## src/rtl/bo_pkg.sv

```systemverilog
// bo_pkg: shared encodings for the bo_datapath operative block.
//   - Operand A / operand B mux select encodings (m0 / m1).
//   - ALU op codes (m2).
//   - Default data width.
// Optional feature macro used by files importing this package: BO_OVF_DETECT_EN.
package bo_pkg;

  localparam int unsigned BO_W = 8;

  typedef enum logic [1:0] {
    SEL_A_ZERO = 2'b00,
    SEL_A_X    = 2'b01,
    SEL_A_S    = 2'b10,
    SEL_A_H    = 2'b11
  } sel_a_e;

  typedef enum logic [1:0] {
    SEL_B_X    = 2'b00,
    SEL_B_ZERO = 2'b01,
    SEL_B_H    = 2'b10,
    SEL_B_S    = 2'b11
  } sel_b_e;

  typedef enum logic [1:0] {
    OP_ADD = 2'b00,
    OP_SUB = 2'b01,
    OP_MUL = 2'b10,
    OP_SHL = 2'b11
  } op_e;

endpackage

```

## src/rtl/bo_datapath_if.sv

```systemverilog
// bo_datapath_if: bundle between the control FSM (master) and the datapath (slave).
//   master drives : x_in, m0, m1, m2, lx, ls, lh, h
//   slave drives  : y_out, done (and ovf when BO_OVF_DETECT_EN is defined)
// Protocol: there is no valid/ready pair. Control words (m0/m1/m2/lx/ls/lh) are
// consumed on every rising clk edge they are present; a 0->1 change of h is the
// "result request", answered one edge later by y_out updating together with a
// single-cycle done pulse. done carries no backpressure and is never held.
interface bo_datapath_if #(
  parameter int unsigned W = 8
);
  logic [W-1:0] x_in;
  logic [1:0]   m0;
  logic [1:0]   m1;
  logic [1:0]   m2;
  logic         lx;
  logic         ls;
  logic         lh;
  logic         h;
  logic [W-1:0] y_out;
  logic         done;
`ifdef BO_OVF_DETECT_EN
  logic         ovf;
`endif

  modport master (
    output x_in, m0, m1, m2, lx, ls, lh, h,
`ifdef BO_OVF_DETECT_EN
    input  ovf,
`endif
    input  y_out, done
  );

  modport slave (
    input  x_in, m0, m1, m2, lx, ls, lh, h,
`ifdef BO_OVF_DETECT_EN
    output ovf,
`endif
    output y_out, done
  );
endinterface

```

## src/rtl/bo_alu.sv

```systemverilog
// bo_alu: combinational ALU, all results modulo 2^W.
//   a_i, b_i  : operands
//   op_i      : OP_ADD / OP_SUB / OP_MUL / OP_SHL (SHL ignores b_i)
//   r_o       : low W bits of the result
//   ovf_raw_o : carry out (add), borrow (sub), non-zero high half (mul),
//               discarded MSB (shl); consumed only when BO_OVF_DETECT_EN is set
module bo_alu
  import bo_pkg::*;
#(
  parameter int unsigned W = BO_W
) (
  input  logic [W-1:0] a_i,
  input  logic [W-1:0] b_i,
  input  op_e          op_i,
  output logic [W-1:0] r_o,
  output logic         ovf_raw_o
);

  logic [W:0]     sum_w;
  logic [W:0]     diff_w;
  logic [2*W-1:0] prod_w;

  // One extra bit on add/sub captures carry/borrow.
  assign sum_w  = {1'b0, a_i} + {1'b0, b_i};
  assign diff_w = {1'b0, a_i} - {1'b0, b_i};
  assign prod_w = {{W{1'b0}}, a_i} * {{W{1'b0}}, b_i};

  always_comb begin
    r_o       = '0;
    ovf_raw_o = 1'b0;
    unique case (op_i)
      OP_ADD: begin
        r_o       = sum_w[W-1:0];
        ovf_raw_o = sum_w[W];
      end
      OP_SUB: begin
        r_o       = diff_w[W-1:0];
        ovf_raw_o = diff_w[W];
      end
      OP_MUL: begin
        r_o       = prod_w[W-1:0];
        ovf_raw_o = |prod_w[2*W-1:W];
      end
      OP_SHL: begin
        r_o       = {a_i[W-2:0], 1'b0};
        ovf_raw_o = a_i[W-1];
      end
      default: ;
    endcase
  end

endmodule

```

## src/rtl/bo_datapath.sv

```systemverilog
// bo_datapath: operative block driven by the control FSM.
//   clk, rst : clock, synchronous active-high reset
//   bus      : bo_datapath_if slave (x_in, m0, m1, m2, lx, ls, lh, h in;
//              y_out, done out; ovf out when BO_OVF_DETECT_EN is defined)
// Holds X, S and H, computes R = alu(muxA, muxB, m2) from current register
// contents, and publishes S on y_out with a done pulse on each 0->1 of h.
// Optional feature: define BO_OVF_DETECT_EN for the sticky ovf flag.
module bo_datapath
  import bo_pkg::*;
#(
  parameter int unsigned W = BO_W
) (
  input  logic          clk,
  input  logic          rst,
  bo_datapath_if.slave  bus
);

  logic [W-1:0] x_q, x_d;
  logic [W-1:0] s_q, s_d;
  logic [W-1:0] hreg_q, hreg_d;
  logic [W-1:0] y_q, y_d;
  logic         h_q;
  logic         done_q, done_d;
  logic         h_rise;
  logic [W-1:0] op_a, op_b, alu_r;
  logic         alu_ovf;

  always_comb begin
    op_a = '0;
    unique case (sel_a_e'(bus.m0))
      SEL_A_ZERO: op_a = '0;
      SEL_A_X:    op_a = x_q;
      SEL_A_S:    op_a = s_q;
      SEL_A_H:    op_a = hreg_q;
      default:    op_a = '0;
    endcase
  end

  always_comb begin
    op_b = '0;
    unique case (sel_b_e'(bus.m1))
      SEL_B_X:    op_b = x_q;
      SEL_B_ZERO: op_b = '0;
      SEL_B_H:    op_b = hreg_q;
      SEL_B_S:    op_b = s_q;
      default:    op_b = '0;
    endcase
  end

  bo_alu #(.W(W)) u_alu (
    .a_i       (op_a),
    .b_i       (op_b),
    .op_i      (op_e'(bus.m2)),
    .r_o       (alu_r),
    .ovf_raw_o (alu_ovf)
  );

  // R is built from the pre-edge X, so lx on the same edge as ls/lh sees old X.
  always_comb begin
    x_d    = bus.lx ? bus.x_in : x_q;
    s_d    = bus.ls ? alu_r : s_q;
    hreg_d = bus.lh ? alu_r : hreg_q;
    h_rise = bus.h & ~h_q;
    y_d    = h_rise ? s_q : y_q;
    done_d = h_rise;
  end

  // h_q resets to 1 so leaving reset with h=1 is not seen as a rising edge.
  always_ff @(posedge clk) begin
    if (rst) begin
      x_q    <= '0;
      s_q    <= '0;
      hreg_q <= '0;
      y_q    <= '0;
      h_q    <= 1'b1;
      done_q <= 1'b0;
    end else begin
      x_q    <= x_d;
      s_q    <= s_d;
      hreg_q <= hreg_d;
      y_q    <= y_d;
      h_q    <= bus.h;
      done_q <= done_d;
    end
  end

  assign bus.y_out = y_q;
  assign bus.done  = done_q;

`ifdef BO_OVF_DETECT_EN
  logic ovf_q;

  // Sticky: a new overflowing load wins over the clear from lx.
  always_ff @(posedge clk) begin
    if (rst) begin
      ovf_q <= 1'b0;
    end else if ((bus.ls || bus.lh) && alu_ovf) begin
      ovf_q <= 1'b1;
    end else if (bus.lx) begin
      ovf_q <= 1'b0;
    end
  end

  assign bus.ovf = ovf_q;
`else
  logic ovf_raw_unused;
  assign ovf_raw_unused = alu_ovf;
`endif

endmodule
```

## src/flat_wrapper.sv

```systemverilog
// flat-port wrapper written by rule: the top's interface ports become plain ports
module bo_datapath_flat import bo_pkg::*;
#(
  parameter int unsigned W = BO_W
)
  (clk, rst, bus_x_in, bus_m0, bus_m1, bus_m2, bus_lx, bus_ls, bus_lh, bus_h, bus_y_out, bus_done);
  bo_datapath_if #(.W(W)) bus_i ();
  input  logic clk;
  input  logic rst;
  input wire logic [$bits(bus_i.x_in)-1:0] bus_x_in;
  input wire logic [$bits(bus_i.m0)-1:0] bus_m0;
  input wire logic [$bits(bus_i.m1)-1:0] bus_m1;
  input wire logic [$bits(bus_i.m2)-1:0] bus_m2;
  input wire logic [$bits(bus_i.lx)-1:0] bus_lx;
  input wire logic [$bits(bus_i.ls)-1:0] bus_ls;
  input wire logic [$bits(bus_i.lh)-1:0] bus_lh;
  input wire logic [$bits(bus_i.h)-1:0] bus_h;
  output wire logic [$bits(bus_i.y_out)-1:0] bus_y_out;
  output wire logic [$bits(bus_i.done)-1:0] bus_done;
  assign bus_i.x_in = bus_x_in;
  assign bus_i.m0 = bus_m0;
  assign bus_i.m1 = bus_m1;
  assign bus_i.m2 = bus_m2;
  assign bus_i.lx = bus_lx;
  assign bus_i.ls = bus_ls;
  assign bus_i.lh = bus_lh;
  assign bus_i.h = bus_h;
  assign bus_y_out = bus_i.y_out;
  assign bus_done = bus_i.done;
  bo_datapath #(.W(W)) u_core (.clk(clk), .rst(rst), .bus(bus_i));
endmodule
```

## config.mk

```make
export PLATFORM = sky130hd
export DESIGN_NAME = bo_datapath_flat
export DESIGN_NICKNAME = d
export VERILOG_FILES = /design/src/rtl/bo_pkg.sv /design/src/rtl/bo_datapath_if.sv /design/src/rtl/bo_alu.sv /design/src/rtl/bo_datapath.sv /design/src/flat_wrapper.sv
export SDC_FILE = /design/constraint.sdc
export NUM_CORES = 1
export LEC_CHECK = 0
export BUFFER_PORTS_ARGS = -buffer_cell sky130_fd_sc_hd__buf_2
export CAP_MARGIN = 15
export CORE_MARGIN = 2
export CORE_UTILIZATION = 55
export DETAILED_ROUTE_END_ITERATION = 7
export PLACE_DENSITY = 0.75
export SYNTH_ARGS = -nofsm -noshare
export SYNTH_HDL_FRONTEND = slang
export SYNTH_SLANG_ARGS = --single-unit
```

## constraint.sdc

```tcl
create_clock -name clk -period 7.55 [get_ports clk]
set_clock_uncertainty 0.2 [all_clocks]
set_input_delay 0.755 -clock clk [delete_from_list [all_inputs] [get_ports clk]]
set_output_delay 0.755 -clock clk [all_outputs]
set_load 0.05 [all_outputs]
```

---- Word level (Yosys, flattened, before mapping) ----
Cells that the tools add are included.
operators by class
  multipliers ............................. 1
  bitwise logic cells ..................... 2
  $add $sub $neg .......................... 2
  equal/unequal tests ..................... 9
  multiplexer cells ....................... 3
  reduce and logical (&&, ||, !) cells .... 3
operator list
  kind                                            count
  case mux 8 bit (4 select lines)                 3
  == test 2 bit (second input constant)           6
  adder 8 bit                                     1
  multiplier 8 x 8 -> 8 bit                       1
  subtractor 8 bit                                1
  == test 2 x 1 -> 1 bit (second input constant)  3
  logical NOT 2 bit                               3
  bitwise AND 1 bit                               1
  NOT 1 bit                                       1
storage, ports and cells
  register bits ........................... 34

---- Logic depth before layout (Yosys ltp) ----
  word-level depth ........................ 4
  gate-level depth with buffers ........... 21
  depth with buffers taken out ............ 19

---- Hierarchy ----
From an unflattened synthesis, not the netlist that was laid out.
unflattened totals
  cells, all modules ...................... 538
  area, all modules ....................... 4556.9 um2
by module, submodules not included
  module       area an instance (um2)  cells each  times used
  bo_alu       2972.9                  372         1
  bo_datapath  1584.0                  166         1

---- Worst setup path after synthesis ----
No wires, ideal clock.
  path type ............................... input to register
  start point ............................. input bus_m1[0]
  end point ............................... register u_core.hreg_q[7]
  setup slack ............................. 2.044 ns
  required time ........................... 7.259 ns
  buffers on the path ..................... 1
  stages on the path ...................... 18
  data arrival time ....................... 5.215 ns
  cells stage by stage .................... buf_6 -> nor2_2 -> a22oi_4 -> or2_2 -> fa_1 -> fa_1 -> inv_1 -> fa_1 -> inv_1 -> fa_1 -> inv_1 -> ha_1 -> a21oi_1 -> xor2_2 -> xnor3_1 -> xnor2_1 -> nand2_1 -> a311oi_1
between the ends
  longest elaborated chain between the ends .. 4
  elaborated cells between the ends (all ways) .. 9
  those cells by class .................... add/sub (2); mul (1); eq/ne (3); mux (2); reduce/logical (1)
ends and longest elaborated chain
  what                                                     line                text
  start: declaration                                       flat_wrapper.sv:12  input wire logic [$bits(bus_i.m1)-1:0] bus_m1;
  == test 2 bit, or another cell as far along              bo_datapath.sv:41   unique case (sel_b_e'(bus.m1))
  case mux 8 bit (4 select lines) *                        bo_datapath.sv:41
  multiplier 8 x 8 -> 8 bit, or another cell as far along  bo_alu.sv:26        assign prod_w = {{W{1'b0}}, a_i} * {{W{1'b0}}, b_i};
  case mux 8 bit (4 select lines) *                        bo_alu.sv:31        unique case (op_i)
  end signal: assignment                                   bo_datapath.sv:80   hreg_q <= hreg_d;
  end: declaration                                         bo_datapath.sv:20   logic [W-1:0] hreg_q, hreg_d;
Every way passes the cells marked *; elsewhere a longest branch is shown, timed or not.
A chain may end at the register's enable or synchronous reset.

---- Worst setup path in the final report ----
  start point ............................. input bus_m1[1]
  end point ............................... register u_core.hreg_q[7]
The elaborated chain is that of the path after synthesis.

==> metrics <==
overall global routing resource usage 0.234; gate count of the mapped netlist 366; layout cells sized above 1 0.170; worst hold start u_core.bus.y_out[4]$_SDFFE_PP0P_; count of different cell masters after synthesis 46; number of flip-flops and latches in the synthesized netlist 34; Routed wire per std cell about 16 um; sequential share of the synthesized area 0.223; # IOs 29; vertical die dimension between 70 and 80 um; Max Root-Sink Buffers 2; die outline width 78.4 um; final period utilization 0.770; highest-delay cell along the critical path sky130_fd_sc_hd__fa_1; total negative slack 0 ns; mean cell area of the mapped netlist 8.33 um^2; via density per instance ~5.6; detailed router's first-iteration violation count 178; TritonCTS clock tree built; GPL Wtd Cong 0.855; count of max-cap constraint violations 0; maximum number of pins on one net before global-route repair 35; final HPWL from detailed placement 5.55 mm; total power divided by cell area around 170 nW/um^2; warning count from the yosys run 0; clock tree root driver cell sky130_fd_sc_hd__clkbuf_8; Critical Path Most Common Cell sky130_fd_sc_hd__fa_1; static leakage roughly 1.5 nW; post-layout utilization of the core 0.604; time the worst path needs with I/O delays and setup 5.81 ns; Worst Path Class, Setup in -> reg; ranking of synthesized cells by area sky130_fd_sc_hd__dfxtp_1 (22%), sky130_fd_sc_hd__ha_1 (10%), sky130_fd_sc_hd__fa_1 (8.5%), sky130_fd_sc_hd__nor2_1 (7.3%), sky130_fd_sc_hd__xnor2_1 (5.2%); count leader, synth sky130_fd_sc_hd__nor2_1; portion of synthesized cell area occupied by the leading cell type 0.223; top cell types by occurrence after synthesis sky130_fd_sc_hd__nor2_1 (59), sky130_fd_sc_hd__inv_1 (35), sky130_fd_sc_hd__dfxtp_1 (34); H-tree depth 2; kind of start point of the critical path primary input; delay of the slowest cell on the worst path between 0.5 and 0.6 ns; iteration count of the initial detailed-routing pass 5; setup slack on the worst flop-to-flop path between 2 and 2.5 ns; FF-to-FF Start u_core.s_q[1]$_SDFFE_PP0P_; Final Hold Vio Count 0; Setup Buffers After CTS 0; worst hold path class reg -> reg; final max-slew violation count 0; most area-hungry cell type in the Yosys netlist sky130_fd_sc_hd__dfxtp_1; residual DRC count 0; Initial Utilization 0.560; post-synthesis net count 424; post-detailed-routing wire length 7.06 mm; FF-to-FF End u_core.hreg_q[7]$_SDFFE_PP0P_; slew at the pin closest to its max-slew limit 1.00 ns; RSZ-0062 raised after global routing false; synth-to-layout area growth 7.76%; fin cells between 400 and 500; via count of the first global-routing pass 2303; Die Footprint 6150 um^2; number of gates resized after CTS 0; Layout Nets 440; cell total after placement 447; required time at the endpoint of the critical path 7.54 ns; core area 5440 um^2; gr ovfl total 0; Synth Flop Type sky130_fd_sc_hd__dfxtp_1; clock-pin slew on the worst setup and hold paths 0.07 ns; vias after detailed routing about 2600; Hold Path Depth 2; destination of the worst hold path u_core.bus.y_out[4]$_SDFFE_PP0P_; number of buffers added by the clock tree synthesis step 5; Reg2Reg Depth 16; chain of cells forming the critical path buf_2 > nor2_2 > a22oi_4 > or2_2 > fa_1 > fa_1 > inv_1 > fa_1 > inv_1 > fa_1 > inv_1 > ha_1 > a21oi_1 > xor2_2 > xnor3_1 > xnor2_1 > nand2_1 > a311oi_1; Fmax achieved 172 MHz; summed instance area of the synthesized netlist 3050 um^2; remaining max-slew budget at the tightest pin 0.333; number of hold buffers added after CTS 0; number of placement rows 27; outcome finished clean; Critical Path AT a little under 6 ns; Peak supply drop 0.102 mV; Post-synth EDFFs 0; Crit. End Element flop; Setup Viol. Count Final 0; overall power consumption ~0.00057 W; sinks on the clock net 34; Post-synth ARST share 0; number of buffer cells added on primary ports 28; worst-path fanout max 11; post-route antenna net violation count 0; Clock Latency Late Sink 0.28 ns; diode count 0; antenna violations before repair 0; wire length of the first global-routing pass 11.4 mm
==> registers in the layout (all words and copies together) (netlist names) <==
register	flops
u_core.h_q	1
u_core.bus.y_out	8
u_core.bus.done	1
u_core.s_q	8
u_core.hreg_q	8
u_core.x_q	8
==> metal layers <==
| metal | vias to the layer above | wire length, um | GRT usage |
|---|---|---|---|
| met3 | 8 | 316 | 0.0379 |
| li1 | 1259 | - | - |
| met1 | 1215 | 3230 | 0.312 |
| met5 | - | 0 | 0 |
| met2 | 69 | 3440 | 0.397 |
| met4 | 0 | 67 | 0.0596 |
==> stage by stage <==
stage                     instance area (um^2)  worst slack [ns]  hold slack (ns)
after CTS                                 3280              1.81            0.255
final                                     3280              1.74            0.251
after global placement                    3170              1.65            0.238
after floorplan                           3050              2.04            0.252
after detailed placement                  3170              1.53            0.246
after global routing                      3280              1.59            0.284
==> critical path: cells and delay by family <==
| family | cells | cell delay (ns) |
|---|---|---|
| fa+ha+maj | 5 | 2.33 |
| simple gates | 3 | 0.92 |
| xor+xnor | 3 | 0.73 |
| compound gates | 3 | 0.72 |
| buf+inv | 4 | 0.34 |
==> worst max-delay path by stage <==
| stage | startpoint | slack [ns] | endpoint |
|---|---|---|---|
| 2_1_floorplan | bus_m1[0] | 2.04 | u_core.hreg_q[7]$_SDFFE_PP0P_ |
| 3_3_place_gp | bus_m1[1] | 1.65 | u_core.s_q[7]$_SDFFE_PP0P_ |
| 3_5_place_dp | bus_m1[1] | 1.53 | u_core.hreg_q[7]$_SDFFE_PP0P_ |
| 4_1_cts | bus_m1[1] | 1.81 | u_core.hreg_q[7]$_SDFFE_PP0P_ |
| 5_1_grt | bus_m1[1] | 1.59 | u_core.hreg_q[7]$_SDFFE_PP0P_ |
| 6_report | bus_m1[1] | 1.74 | u_core.hreg_q[7]$_SDFFE_PP0P_ |
==> kinds of logic after synthesis <==
family                     synth area share
and+or+nand+nor                       0.167
muxes                                0.0903
adders and majority gates             0.188
buffers and inverters                0.0772
xor gates and xnor gates             0.0788
DFF                                   0.223
AOI/OAI and AO/OA                     0.176
==> layout by cell type (no fill, tap or decap), drive strengths merged, types with 3 or more instances in the layout <==
master   n
a21oi   23
mux2    16
fa      13
or2      3
dfxtp   34
xnor2   18
clkbuf   8
mux2i    8
inv     35
nand3    3
a211oi  16
buf     28
ha      25
nor2b    6
nand2b   4
a22o     3
a22oi   16
o21ai    8
nand2   33
nor2    60
xor2     6
==> report_power, final <==
group	internal [W]	switching, W
registers	0.000193	0.0000141
logic	0.0000868	0.000121
clock network	0.0000921	0.0000633
==> area by class of cell <==
type | instances | area, um^2
inverters | 35 | 131
fillers | 491 | 2150
multi-input cells | 278 | 2130
flip-flops and latches | 34 | 681
repair buffers | 28 | 140
clock buffers | 8 | 110
well taps | 72 | 90.1
Note: power is estimated with default switching activity, not from simulation.
